### config.mk
export PLATFORM = sky130hd
export DESIGN_NAME = video_capture
export DESIGN_NICKNAME = d
export VERILOG_FILES = /design/src/rtl/video_capture.sv
export SDC_FILE = /design/constraint.sdc
export NUM_CORES = 1
export LEC_CHECK = 0
export CAP_MARGIN = 0
export CELL_PAD_IN_SITES_DETAIL_PLACEMENT = 0
export CELL_PAD_IN_SITES_GLOBAL_PLACEMENT = 1
export CORE_MARGIN = 3
export CORE_UTILIZATION = 46
export CTS_CLUSTER_SIZE = 12
export DETAILED_ROUTE_END_ITERATION = 10
export GPL_TIMING_DRIVEN = 0
export PLACE_DENSITY = 0.87
export SLEW_MARGIN = 20
export SYNTH_ARGS = -nofsm -noshare
export SYNTH_HDL_FRONTEND = slang
export SYNTH_SLANG_ARGS = --single-unit
### constraint.sdc
create_clock -name in_clk -period 4.9 [get_ports in_clk]
set_input_delay 1.225 -clock in_clk [delete_from_list [all_inputs] [get_ports in_clk]]
set_output_delay 1.225 -clock in_clk [all_outputs]
set_load 0.1 [all_outputs]
### src/rtl/video_capture.sv
// video_capture: recovers pixel coordinates from an hsync/vsync/enable stream, locks
// onto a stable frame size and emits linear frame-memory writes. Optional vsync
// watchdog is enabled by defining VIDEO_CAPTURE_TIMEOUT_EN.
module video_capture #(
  parameter int   HPIX_MAX       = 1024,
  parameter int   VPIX_MAX       = 1024,
  parameter logic HSYNC_ACTIVE   = 1'b0,
  parameter logic VSYNC_ACTIVE   = 1'b0,
  parameter int   ADDR_BITS      = 20,
  parameter int   PIXEL_BITS     = 24,
  parameter int   LOCK_FRAMES    = 2,
  parameter int   TIMEOUT_CYCLES = 2000000,
  localparam int  HBITS          = $clog2(HPIX_MAX+1),
  localparam int  VBITS          = $clog2(VPIX_MAX+1)
) (
  input  logic                  in_clk,
  input  logic                  in_rst,
  input  logic                  in_hsync,
  input  logic                  in_vsync,
  input  logic                  in_pixel_enable,
  input  logic [PIXEL_BITS-1:0] in_pixel,
  output logic                  out_mem_wr,
  output logic [ADDR_BITS-1:0]  out_mem_addr,
  output logic [PIXEL_BITS-1:0] out_mem_data,
  output logic [HBITS-1:0]      out_hpix,
  output logic [VBITS-1:0]      out_vpix,
  output logic [HBITS-1:0]      out_width,
  output logic [VBITS-1:0]      out_height,
  output logic                  out_locked,
  output logic                  out_frame_start,
  output logic                  out_err
);
  localparam int MBITS  = $clog2(LOCK_FRAMES+1);
  localparam int STAGES = 1;

  typedef enum logic [1:0] {SEARCH = 2'd0, MEASURE = 2'd1, LOCKED = 2'd2} state_t;

  typedef struct packed {
    logic [ADDR_BITS-1:0]  addr;
    logic [PIXEL_BITS-1:0] data;
    logic [HBITS-1:0]      x;
    logic [VBITS-1:0]      y;
  } wreq_t;

  state_t state, state_n;

  logic                  hs_q, hs_p, vs_q, vs_p, pe_q;
  logic [PIXEL_BITS-1:0] px_q;
  logic                  hs_edge, vs_edge;

  logic [HBITS-1:0]      x_cnt, x_n, ref_len, ref_ln, pix_x;
  logic                  ref_vld, refv_ln;
  logic [VBITS-1:0]      y_cnt, y_ln, pix_y;
  logic                  bad, bad_ln, ovf, ln_close, pix_bad;
  logic [ADDR_BITS-1:0]  addr_cnt, pix_addr;
  logic                  wr_c;

  logic [MBITS-1:0]      match_cnt, match_n, m_inc;
  logic [HBITS-1:0]      prev_w, prev_w_n, lock_w_n;
  logic [VBITS-1:0]      prev_h, prev_h_n, lock_h_n;
  logic                  err_n, timeout;

  wreq_t                 req_c, req_a, req_o;
  logic [STAGES:0]       vld_pipe;

  // Input capture; sync history resets to the idle level so release is quiet.
  always_ff @(posedge in_clk or negedge in_rst) begin
    if (!in_rst) begin
      hs_q <= ~HSYNC_ACTIVE;
      hs_p <= ~HSYNC_ACTIVE;
      vs_q <= ~VSYNC_ACTIVE;
      vs_p <= ~VSYNC_ACTIVE;
      pe_q <= 1'b0;
      px_q <= '0;
    end else begin
      hs_q <= in_hsync;
      hs_p <= hs_q;
      vs_q <= in_vsync;
      vs_p <= vs_q;
      pe_q <= in_pixel_enable;
      px_q <= in_pixel;
    end
  end

  assign hs_edge = (hs_p != HSYNC_ACTIVE) && (hs_q == HSYNC_ACTIVE);
  assign vs_edge = (vs_p != VSYNC_ACTIVE) && (vs_q == VSYNC_ACTIVE);

  // Line end is resolved first; the *_ln values are what a coincident frame end sees.
  always_comb begin
    ln_close = hs_edge && (x_cnt != '0);
    ref_ln   = ref_len;
    refv_ln  = ref_vld;
    bad_ln   = bad;
    y_ln     = y_cnt;
    if (ln_close) begin
      if (!ref_vld) begin
        ref_ln  = x_cnt;
        refv_ln = 1'b1;
      end else if (x_cnt != ref_len) begin
        bad_ln = 1'b1;
      end
      if (y_cnt == VBITS'(VPIX_MAX)) bad_ln = 1'b1;
      else                           y_ln   = y_cnt + 1'b1;
    end

    pix_x = hs_edge ? '0 : x_cnt;
    ovf   = pe_q && (pix_x == HBITS'(HPIX_MAX));
    if (hs_edge)             x_n = HBITS'(pe_q);
    else if (pe_q && !ovf)   x_n = x_cnt + 1'b1;
    else                     x_n = x_cnt;

    pix_y    = vs_edge ? '0 : y_ln;
    pix_bad  = vs_edge ? ovf : (bad_ln | ovf);
    pix_addr = vs_edge ? '0 : addr_cnt;
    wr_c     = (state == LOCKED) && pe_q && !pix_bad &&
               (pix_x < out_width) && (pix_y < out_height);
  end

  always_ff @(posedge in_clk or negedge in_rst) begin
    if (!in_rst) begin
      x_cnt    <= '0;
      y_cnt    <= '0;
      bad      <= 1'b0;
      ref_len  <= '0;
      ref_vld  <= 1'b0;
      addr_cnt <= '0;
    end else begin
      x_cnt    <= x_n;
      addr_cnt <= wr_c ? pix_addr + 1'b1 : pix_addr;
      if (vs_edge) begin
        y_cnt   <= '0;
        bad     <= ovf;
        ref_len <= '0;
        ref_vld <= 1'b0;
      end else begin
        y_cnt   <= y_ln;
        bad     <= bad_ln | ovf;
        ref_len <= ref_ln;
        ref_vld <= refv_ln;
      end
    end
  end

`ifdef VIDEO_CAPTURE_TIMEOUT_EN
  localparam int WBITS = $clog2(TIMEOUT_CYCLES+1);
  logic [WBITS-1:0] wd_cnt;

  // Only armed once a format is being tracked; SEARCH waits quietly.
  assign timeout = (state != SEARCH) && !vs_edge && (wd_cnt == WBITS'(TIMEOUT_CYCLES-1));

  always_ff @(posedge in_clk or negedge in_rst) begin
    if (!in_rst)                                      wd_cnt <= '0;
    else if (vs_edge || timeout || state == SEARCH)   wd_cnt <= '0;
    else                                              wd_cnt <= wd_cnt + 1'b1;
  end
`else
  logic unused_timeout_cfg;
  assign unused_timeout_cfg = ^TIMEOUT_CYCLES;
  assign timeout            = 1'b0;
`endif

  always_comb begin
    state_n  = state;
    match_n  = match_cnt;
    prev_w_n = prev_w;
    prev_h_n = prev_h;
    lock_w_n = out_width;
    lock_h_n = out_height;
    err_n    = 1'b0;
    m_inc    = ((match_cnt != '0) && (ref_ln == prev_w) && (y_ln == prev_h)) ?
               match_cnt + 1'b1 : MBITS'(1);
    if (vs_edge) begin
      case (state)
        SEARCH: begin
          state_n = MEASURE;
          match_n = '0;
        end
        MEASURE: begin
          if (bad_ln) begin
            err_n   = 1'b1;
            match_n = '0;
          end else if (y_ln != '0) begin
            match_n  = m_inc;
            prev_w_n = ref_ln;
            prev_h_n = y_ln;
            if (m_inc >= MBITS'(LOCK_FRAMES)) begin
              state_n  = LOCKED;
              lock_w_n = ref_ln;
              lock_h_n = y_ln;
            end
          end
        end
        LOCKED: begin
          if (bad_ln || (ref_ln != out_width) || (y_ln != out_height)) begin
            err_n   = 1'b1;
            state_n = MEASURE;
            match_n = '0;
          end
        end
        default: state_n = SEARCH;
      endcase
    end
    if (timeout) begin
      state_n = SEARCH;
      err_n   = 1'b1;
    end
  end

  always_ff @(posedge in_clk or negedge in_rst) begin
    if (!in_rst) state <= SEARCH;
    else         state <= state_n;
  end

  always_ff @(posedge in_clk or negedge in_rst) begin
    if (!in_rst) begin
      match_cnt       <= '0;
      prev_w          <= '0;
      prev_h          <= '0;
      out_width       <= '0;
      out_height      <= '0;
      out_err         <= 1'b0;
      out_locked      <= 1'b0;
      out_frame_start <= 1'b0;
    end else begin
      match_cnt       <= match_n;
      prev_w          <= prev_w_n;
      prev_h          <= prev_h_n;
      out_width       <= lock_w_n;
      out_height      <= lock_h_n;
      out_err         <= err_n;
      out_locked      <= (state_n == LOCKED);
      out_frame_start <= vs_edge;
    end
  end

  // Two register stages from the captured pixel to the memory port.
  assign req_c = '{addr: pix_addr, data: px_q, x: pix_x, y: pix_y};

  always_ff @(posedge in_clk or negedge in_rst) begin
    if (!in_rst) begin
      vld_pipe <= '0;
      req_a    <= '0;
      req_o    <= '0;
    end else begin
      vld_pipe <= {vld_pipe[STAGES-1:0], wr_c};
      if (wr_c)        req_a <= req_c;
      if (vld_pipe[0]) req_o <= req_a;
    end
  end

  assign out_mem_wr   = vld_pipe[STAGES];
  assign out_mem_addr = req_o.addr;
  assign out_mem_data = req_o.data;
  assign out_hpix     = req_o.x;
  assign out_vpix     = req_o.y;

endmodule

# Yosys cells after proc, flatten, opt, wreduce, memory -nomap -nowiden
# Index checks and enable logic that the tools add are counted.
dict set report totals {
  register_bits 269
  in_bits 29
  output_inout_bits 92
  elab_cells 111
}
dict set report classes {
  n_addsub 4
  magnitude_cmp 3
  n_eq_ne 12
  mux 33
  bitwise_logic 4
  n_reduce_logical 25
}
# operator count
set ops {}
lappend ops {{$mux 11} 9}
lappend ops {{$mux 20} 2}
lappend ops {{$ne 11x11->1} 3}
lappend ops {{$add 11x1->11 const B} 2}
lappend ops {{$eq 11x11->1} 2}
lappend ops {{$eq 11x11->1 const B} 2}
lappend ops {{$lt 11x11->1} 2}
lappend ops {{$reduce_bool 11->1} 2}
lappend ops {{$add 20x1->20 const B} 1}
lappend ops {{$mux 2} 9}
lappend ops {{$pmux 2 s3} 2}
lappend ops {{$logic_and 1x1->1} 11}
lappend ops {{$mux 1} 10}
lappend ops {{$reduce_and 4->1} 2}
lappend ops {{$reduce_bool 2->1} 3}
lappend ops {{$reduce_and 5->1} 1}
lappend ops {{$eq 2x2->1 const B} 2}
lappend ops {{$ne 3x3->1 const B} 1}
lappend ops {{$not 1->1} 3}
lappend ops {{$reduce_bool 3->1} 1}
lappend ops {{$add 2x1->2 const B} 1}
lappend ops {{$eq 2x1->1 const B} 1}
lappend ops {{$ge 2x2->1 const B} 1}
lappend ops {{$logic_not 1->1} 2}
lappend ops {{5 further kinds} 6}

# Longest topological paths before layout
# Gate-level depths: netlist of run 1.
dict set report logic_depth {
  ltp_word 15
  mapped_depth 23
  mapped_depth_nobuf 18
}

# Worst setup path after synthesis of run 1
# OpenSTA, ideal clock, no wires.
dict set report synth_timing {
  path_type {register -> register}
  startpoint {register x_cnt[1]}
  endpoint {register addr_cnt[11]}
  setup_ps 78
  arrival_ps 4257
  required_ps 4822
  setup_slack_ps 564
  path_stages_with_launch 20
  n_path_buf 4
  period_less_slack_ps 4336
  cell_sequence {dfrtp_1 clkbuf_1 inv_1 ha_1 nor2b_1 clkbuf_1 a31oi_1 clkbuf_1 nand2_1 o22ai_1 nor2_1 ha_1 a2111oi_0 o211a_1 o211ai_1 o21bai_1 a21o_1 buf_6 or4_1 a21oi_1}
}
dict set report synth_between {
  word_cells_on_any_way 21
  classes_between {order compare (2); eq/ne (2); mux (9); bitwise (1); reduce/logical (7)}
}
# element line
set synth_lines {}
lappend synth_lines {{start: declaration} 51} ;# logic [HBITS-1:0] x_cnt, x_n, ref_len, ref_ln, pix_x;
lappend synth_lines {{start signal: assignment} 128} ;# x_cnt <= x_n;
lappend synth_lines {{$reduce_bool 11->1} 90} ;# ln_close = hs_edge && (x_cnt != '0);
lappend synth_lines {{$logic_and 1x1->1} 90}
lappend synth_lines {{$mux 11} 95} ;# if (ln_close) begin
lappend synth_lines {{$mux 11} 112} ;# pix_y = vs_edge ? '0 : y_ln;
lappend synth_lines {{named net pix_y[10]} 53} ;# logic [VBITS-1:0] y_cnt, y_ln, pix_y;
lappend synth_lines {{$lt 11x11->1} 116} ;# (pix_x < out_width) && (pix_y < out_height);
lappend synth_lines {{$logic_and 1x1->1} 116}
lappend synth_lines {{$mux 20} 129} ;# addr_cnt <= wr_c ? pix_addr + 1'b1 : pix_addr;
lappend synth_lines {{end signal: assignment} 129}
lappend synth_lines {{end: declaration} 55} ;# logic [ADDR_BITS-1:0] addr_cnt, pix_addr;
# The timed path passes the listed nets, and every way through them passes these cells.
# A chain may end at the register's enable or synchronous reset.

# Worst setup path in the final report of run 1
dict set report layout_timing {
  startpoint {register x_cnt[4]}
  endpoint {register addr_cnt[7]}
}
# Same word-level chain as after synthesis.

==> metrics.yaml, run 1 <==
run_status:
  status: "completed"
pwr:
  power.share.clock_pct: 34.1
  p_sw_mw: 1.83
  p_sw_share_pct: 31.5
  p_seq_share_pct: 43.2
  finalPower_mw: 5.81
  comb_power_share_pct: 22.6
  internal_power_mw: 3.98
  p_per_area_nw_per_um2: 373
  ir_worst_vdd_mv: 0.288
  p_leak_nw: 7.10
detailed_routing:
  drcViolationCount: 0
  wl_um: 35900
  drt-initial-drc-count: 840
  antenna_left: 0
  vias: 9907
  first_pass_iters: 5
  wire_per_inst_um: 20.3
  vias_per_cell: 5.59
sta:
  fin_skew_ns: 0.0132
  hold_slack_ns: 0.365
  tns_ns: 0
  relSlewSlack_pct: 30.0
  finalHoldViolations: 0
  clock.fmax_ghz: 0.215
  setup_viol: 0
  period_minus_slack_ns: 4.64
  final.period_utilization_pct: 94.7
  worst_slew_pin_slew_ns: 1.05
  drv_slew: 0
setup_path:
  ff2ff_setup_slack_ns: 0.26
  critPathKind: "register to register"
  required_ns: 5.30
  crit_path_end_kind: "register"
  arrival_ns: 5.04
  start_kind: "register"
  cp_max_fo: 10
flow_run:
  drv_cap: 0
synthesis:
  ys_types: 79
  synth_fa_ha_area_share_pct: 2.92
  syn_area_um2: 12800
  yosysTopAreaCell: "dfrtp_1"
  yosysSeqAreaShare_pct: 52.4
  async_reset_ff_share_pct: 100
  avgSynthCellArea_um2: 10.5
  synthXorXnorAreaFrac_pct: 5.09
  ys_ff_latch: 269
  synthTopCellsByCount: "dfrtp_1 (265), nand2_1 (169), a21oi_1 (97), nor2_1 (83), mux2_2 (67)"
  synth_mux_area_share_pct: 8.21
  netlist_instances: 1224
  synthSimpleGateAreaFrac_pct: 15.6
  synth-main-ff-cell: "dfrtp_1"
  synth_top_area_share_pct: 51.6
  synth_compound_area_share_pct: 11.8
  synth_top_family_by_area: "simple AND/OR/NAND/NOR gates"
  ys_warn_count: 0
  synth_edf_count: 0
  synth_nets: 1283
  synth.most_common_cell: "dfrtp_1"
  synthTopCellsByArea: "dfrtp_1 (52%), mux2_2 (5.9%), nand2_1 (4.9%), a21oi_1 (3.8%), xnor2_1 (3.0%)"
layout:
  diodes: 0
  nets: 1440
  final_area_um2: 15600
  drive_gt1_share_pct: 12.9
  finish.utilization_pct: 57.4
  syn2layout_area_growth_pct: 21.4
clocking:
  htreeDepth: 1
  cts_buffer_depth: 3
  clock_latency_ns: 0.55
  cts_tree: "built"
  cts-root-buf: "clkbuf_16"
  cts_buffers: 28
  numClockSinks: 269
  cts.clk_slew.worst_paths_ns: 0.06
global_route:
  grt_overflow: 0
  antenna_found_initial: 1
  grt_use_total_pct: 23.8
  use_met1_pct: 34.8
  grt_pass1_wl_um: 57300
  grt_max_degree: 98
  grt_pass1_vias: 9963
  busiest_layer: "met2"
  grt_use_met3_pct: 3.25
  use_met2_pct: 37.7
placed_design:
  place.gp.congestion: 0.909
  dpl_cell_area_um2: 14600
  portBuffers: 120
  dp_hpwl_um: 25900
floorplanning:
  row_count: 60
  start_util_pct: 47.3
  core_um2: 27200
  die_width_um: 173
  io_pins: 121
  dieHeight_um: 173
  die_area_um2: 30000
worst_hold_path:
  hp-class: "register to register"
==> registers in the layout, summed over array words and instances (netlist names), 11 cells and up <==
| register | count |
|---|---|
| prev_h | 11 |
| y_cnt | 11 |
| prev_w | 11 |
| out_vpix | 11 |
| ref_len | 11 |
| px_q | 24 |
| out_width | 11 |
| req_a | 66 |
| addr_cnt | 20 |
| out_mem_data | 24 |
| out_hpix | 11 |
| out_height | 11 |
| out_mem_addr | 20 |
| x_cnt | 11 |
==> metal layers <==
metal	vias up	wire [um]
li1	4611	-
met1	4938	16700
met2	305	16500
met3	53	1940
met4	0	827
met5	-	0
==> cell usage in the layout (no fill, tap or decap), drive strengths merged, types with 9 or more instances in the layout <==
master,Yosys,final
dfrtp,265,265
nand2,169,169
clkdlybuf4s50,0,119
a21oi,99,99
clkbuf,48,87
nor2,84,84
mux2,83,83
inv,46,46
xnor2,44,44
o21ai,40,40
buf,25,37
ha,30,30
nand4,25,25
xor2,23,23
nand3,23,23
o31ai,15,15
nor4,15,15
nor2b,13,13
or3,12,12
mux2i,12,12
and2,11,11
or4,11,11
nor3,11,11
a31oi,9,9
nand2b,9,9
==> cell type report <==
cell class | count | area [um^2]
fill | 2404 | 11600
sequential | 269 | 6740
multi-input combinational | 835 | 5710
timing repair buffer | 132 | 1340
clock buffer | 43 | 797
tap | 372 | 465
buffer | 68 | 327
inverter | 47 | 180
clock inverter | 5 | 42.5
==> power groups by stage <==
stage | clock, mW | sequential, mW | combinational (mW)
finish | 1.98 | 2.51 | 1.32
global route | 2.11 | 2.53 | 1.43
CTS | 2.01 | 2.52 | 1.25
detailed placement | 0 | 2.54 | 1.24
global placement | 0 | 2.54 | 1.22
floorplan | 0 | 2.51 | 0.832
==> worst paths after layout <==
kind | startpoint | endpoint | depth (start not counted)
setup reg to reg | x_cnt[4] | addr_cnt[7] | 19
max in group asynchronous | in_rst | x_cnt[1] | 3
hold reg to reg | vs_q | vs_p | 0
min in group asynchronous | in_rst | out_mem_addr[1] | 1
setup / recovery | x_cnt[4] | addr_cnt[7] | 19
hold / removal | vs_q | vs_p | 0
==> through the flow <==
step           instances  worst slack (ns)
3_3_place_gp        1716             -8.72
6_report            1771             0.258
2_1_floorplan       1224             0.564
5_1_grt             1771         -0.000802
4_1_cts             1769            0.0216
3_5_place_dp        1718             -1.19
==> critical path: stages, from the launching register on <==
cell      delay [ns]
dfrtp_1         0.37
buf_2           0.21
nor4_4          0.60
a31oi_4         0.21
clkbuf_4        0.27
nand2_1         0.14
xor2_1          0.33
nor2_2          0.14
ha_1            0.35
a21oi_1         0.13
nor2b_1         0.06
o21ai_0         0.14
o211a_1         0.16
o211ai_1        0.07
o21bai_1        0.21
a21o_1          0.25
buf_6           0.17
clkbuf_1        0.25
o31ai_1         0.31
a21oi_1         0.11
==> cells by family after synthesis <==
| group | after synthesis |
|---|---|
| buffers and inverters | 120 |
| AOI/OAI and AO/OA | 232 |
| muxes | 95 |
| DFF | 269 |
| xor gates and xnor gates | 70 |
| adders and majority gates | 30 |
| and+or+nand+nor | 408 |
==> repair_timing <==
item | in CTS | in global routing
gates cloned | 0 | 0
hold buffers | 0 | 0
pin swaps | 2 | 1
endpoints found under the setup margin | 111 | 84
buffers inserted | 6 | 4
gates resized for setup | 18 | 13
No activity file was read; power rests on OpenSTA's default activity.
==> inputs of run 2 (changes only) <==
TNS_END_PERCENT = 1   (was default)
==> run 2 against run 1 <==
  * Flip-flop and latch count unchanged
  * Final area down 0.14%
  * Sequential power about the same
  * Worst setup slack worse by 0.011 ns
  * Maximum frequency down 0.24%
  * Largest power group unchanged
  * Clock power about the same
  * Non-clock buffer count down 1
  * Highest routed layer unchanged
  * Count of clock-buffer cells in the layout unchanged
==> metrics.yaml, run 2 (same netlist as run 1, synthesis figures left out) <==
floorplanning:
  die_width_um: 173  # unchanged
  io_pins: 121  # unchanged
  start_util_pct: 47.3  # unchanged
  die_area_um2: 30000  # unchanged
  dieHeight_um: 173  # unchanged
  core_um2: 27200  # unchanged
  row_count: 60  # unchanged
global_route:
  use_met1_pct: 34.8  # unchanged
  grt_max_degree: 98  # unchanged
  grt_pass1_wl_um: 57300  # unchanged
  busiest_layer: "met2"  # unchanged
  grt_use_total_pct: 23.8  # unchanged
  grt_overflow: 0  # unchanged
  grt_use_met3_pct: 3.25  # unchanged
  use_met2_pct: 37.7  # unchanged
  antenna_found_initial: 1  # unchanged
  grt_pass1_vias: 9963  # unchanged
placed_design:
  portBuffers: 120  # unchanged
  place.gp.congestion: 0.909  # unchanged
  dp_slack_ns: -1.19  # unchanged
  dpl_cell_area_um2: 14600  # unchanged
  dp_hpwl_um: 25900  # unchanged
  placed_cells: 1718  # unchanged
detailed_routing:
  antenna_left: 0  # unchanged
  drcViolationCount: 0  # unchanged
  vias: 9924  # was 9907
  first_pass_iters: 5  # unchanged
  vias_per_cell: 5.61  # was 5.59
  wl_um: 35900  # about the same
  wire_per_inst_um: 20.3  # about the same
  drt-initial-drc-count: 897  # was 840
clocking:
  clock_latency_ns: 0.55  # about the same
  numClockSinks: 269  # unchanged
  cts.clk_slew.worst_paths_ns: 0.06  # about the same
  htreeDepth: 1  # unchanged
  cts_buffers: 28  # unchanged
  cts_buffer_depth: 3  # unchanged
  ctsHoldBuffers: 0  # unchanged
  cts-root-buf: "clkbuf_16"  # unchanged
  cts_tree: "built"  # unchanged
setup_path:
  arrival_ns: 5.05  # was 5.04 ns
  crit_path_cell_trace: "buf_2 -> nor4_4 -> a31oi_4 -> clkbuf_4 -> nand2_1 -> xor2_1 -> nor2_2 -> ha_1 -> a21oi_1 -> nor2b_1 -> o21ai_0 -> o211a_1 -> o211ai_1 -> o21bai_1 -> a21o_1 -> buf_6 -> clkbuf_1 -> o31ai_1 -> a21oi_1"  # unchanged
  reg2reg_from: "x_cnt[4]"  # unchanged
  start_kind: "register"  # unchanged
  required_ns: 5.30  # about the same
  cp_slowest_cell: "nor4_4"  # unchanged
  critPathKind: "register to register"  # unchanged
  path_buf_inv: 4  # unchanged
  crit_path_end_kind: "register"  # unchanged
  slowest_delay_ns: 0.59  # was 0.60 ns
  cp_max_fo: 10  # unchanged
  reg2reg_depth: 19  # unchanged
  cpLargestDelayFamily: "compound AO/OA/AOI/OAI gates"  # unchanged
  crit_top_cell: "a21oi_1"  # unchanged
  ff2ff_setup_slack_ns: 0.25  # was 0.26 ns
  rr_endpoint: "addr_cnt[7]"  # unchanged
sta:
  grt_setup_unrepaired: "yes"
  worst_slew_pin_slew_ns: 1.04  # was 1.05 ns
  final.period_utilization_pct: 95.0  # was 94.7%
  period_minus_slack_ns: 4.65  # was 4.64 ns
  finalHoldViolations: 0  # unchanged
  setup_viol: 0  # unchanged
  tns_ns: 0  # unchanged
  setup_ws_ns: 0.247  # was 0.258 ns
  hold_slack_ns: 0.365  # about the same
  drv_slew: 0  # unchanged
  relSlewSlack_pct: 30.2  # was 30.0%
  clock.fmax_ghz: 0.215  # about the same
  fin_skew_ns: 0.0128  # was 0.0132 ns
pwr:
  power.share.clock_pct: 34.1  # about the same
  p_leak_nw: 7.09  # was 7.10 nW
  ir_worst_vdd_mv: 0.288  # about the same
  internal_power_mw: 3.97  # was 3.98 mW
  p_sw_share_pct: 31.6  # was 31.5%
  p_per_area_nw_per_um2: 373  # about the same
  p_seq_share_pct: 43.2  # about the same
  finalPower_mw: 5.81  # about the same
  p_sw_mw: 1.84  # was 1.83 mW
  comb_power_share_pct: 22.6  # about the same
run_status:
  status: "completed"  # unchanged
layout:
  layout.cells.non_filler: 1770  # was 1771
  fill_cells: 2409  # was 2404
  drive_gt1_share_pct: 12.8  # was 12.9%
  largest_reg_flops: 66  # unchanged
  syn2layout_area_growth_pct: 21.3  # was 21.4%
  finish.utilization_pct: 57.3  # was 57.4%
  final_common_cell: "dfrtp_1"  # unchanged
  final_area_um2: 15600  # about the same
  final_cell_mix: "dfrtp_1 (263), nand2_1 (169), clkdlybuf4s50_1 (119)"  # unchanged
  nets: 1439  # was 1440
  diodes: 0  # unchanged
  largest-register: "req_a"  # unchanged
worst_hold_path:
  min_from: "vs_q"  # unchanged
  min_delay_worst_endpoint: "vs_p"  # unchanged
  hp-class: "register to register"  # unchanged
  hold_depth: 0  # unchanged
flow_run:
  drv_cap: 0  # unchanged
-- run 2: routing by layer --
metal	routed length [um]	part of all wire, %
met1	16600	46
met2	16600	46
met3	1850	5.1
met4	849	2.4
met5	0	0
-- run 2: power groups by stage --
| stage | Combinational, mW | Sequential, mW | Clock [mW] |
|---|---|---|---|
| floorplan | 0.832 | 2.51 | 0 |
| global placement | 1.22 | 2.54 | 0 |
| detailed placement | 1.24 | 2.54 | 0 |
| CTS | 1.25 | 2.52 | 2.01 |
| global route | 1.42 | 2.53 | 2.11 |
| finish | 1.31 | 2.51 | 1.98 |
-- run 2: how the worst max path moves through the flow --
stage | end | cells past startpoint | start
2_1_floorplan | addr_cnt[11] | 19 | x_cnt[1]
3_3_place_gp | prev_w[5] | 1 | in_rst
3_5_place_dp | req_a[56] | 20 | x_cnt[1]
4_1_cts | req_a[57] | 20 | x_cnt[1]
5_1_grt | addr_cnt[18] | 18 | y_cnt[1]
6_report | addr_cnt[7] | 19 | x_cnt[4]
-- run 2: repair_timing --
item | in CTS | in global routing
endpoints found under the hold margin | 0 | 0
setup endpoints to repair | 111 | 84
gates cloned | 0 | 0
setup buffers | 6 | 3
pin swaps | 2 | 1
gates resized for setup | 18 | 11
-- run 2: cell type report --
cell class	instances	area [um^2]	share of cell area, %
buffer	68	327	2.10
clock buffer	43	797	5.12
clock inverter	5	42.5	0.273
inverter	47	180	1.16
multi-input combinational	835	5700	36.6
sequential	269	6740	43.3
tap	372	465	2.99
timing repair buffer	131	1330	8.53
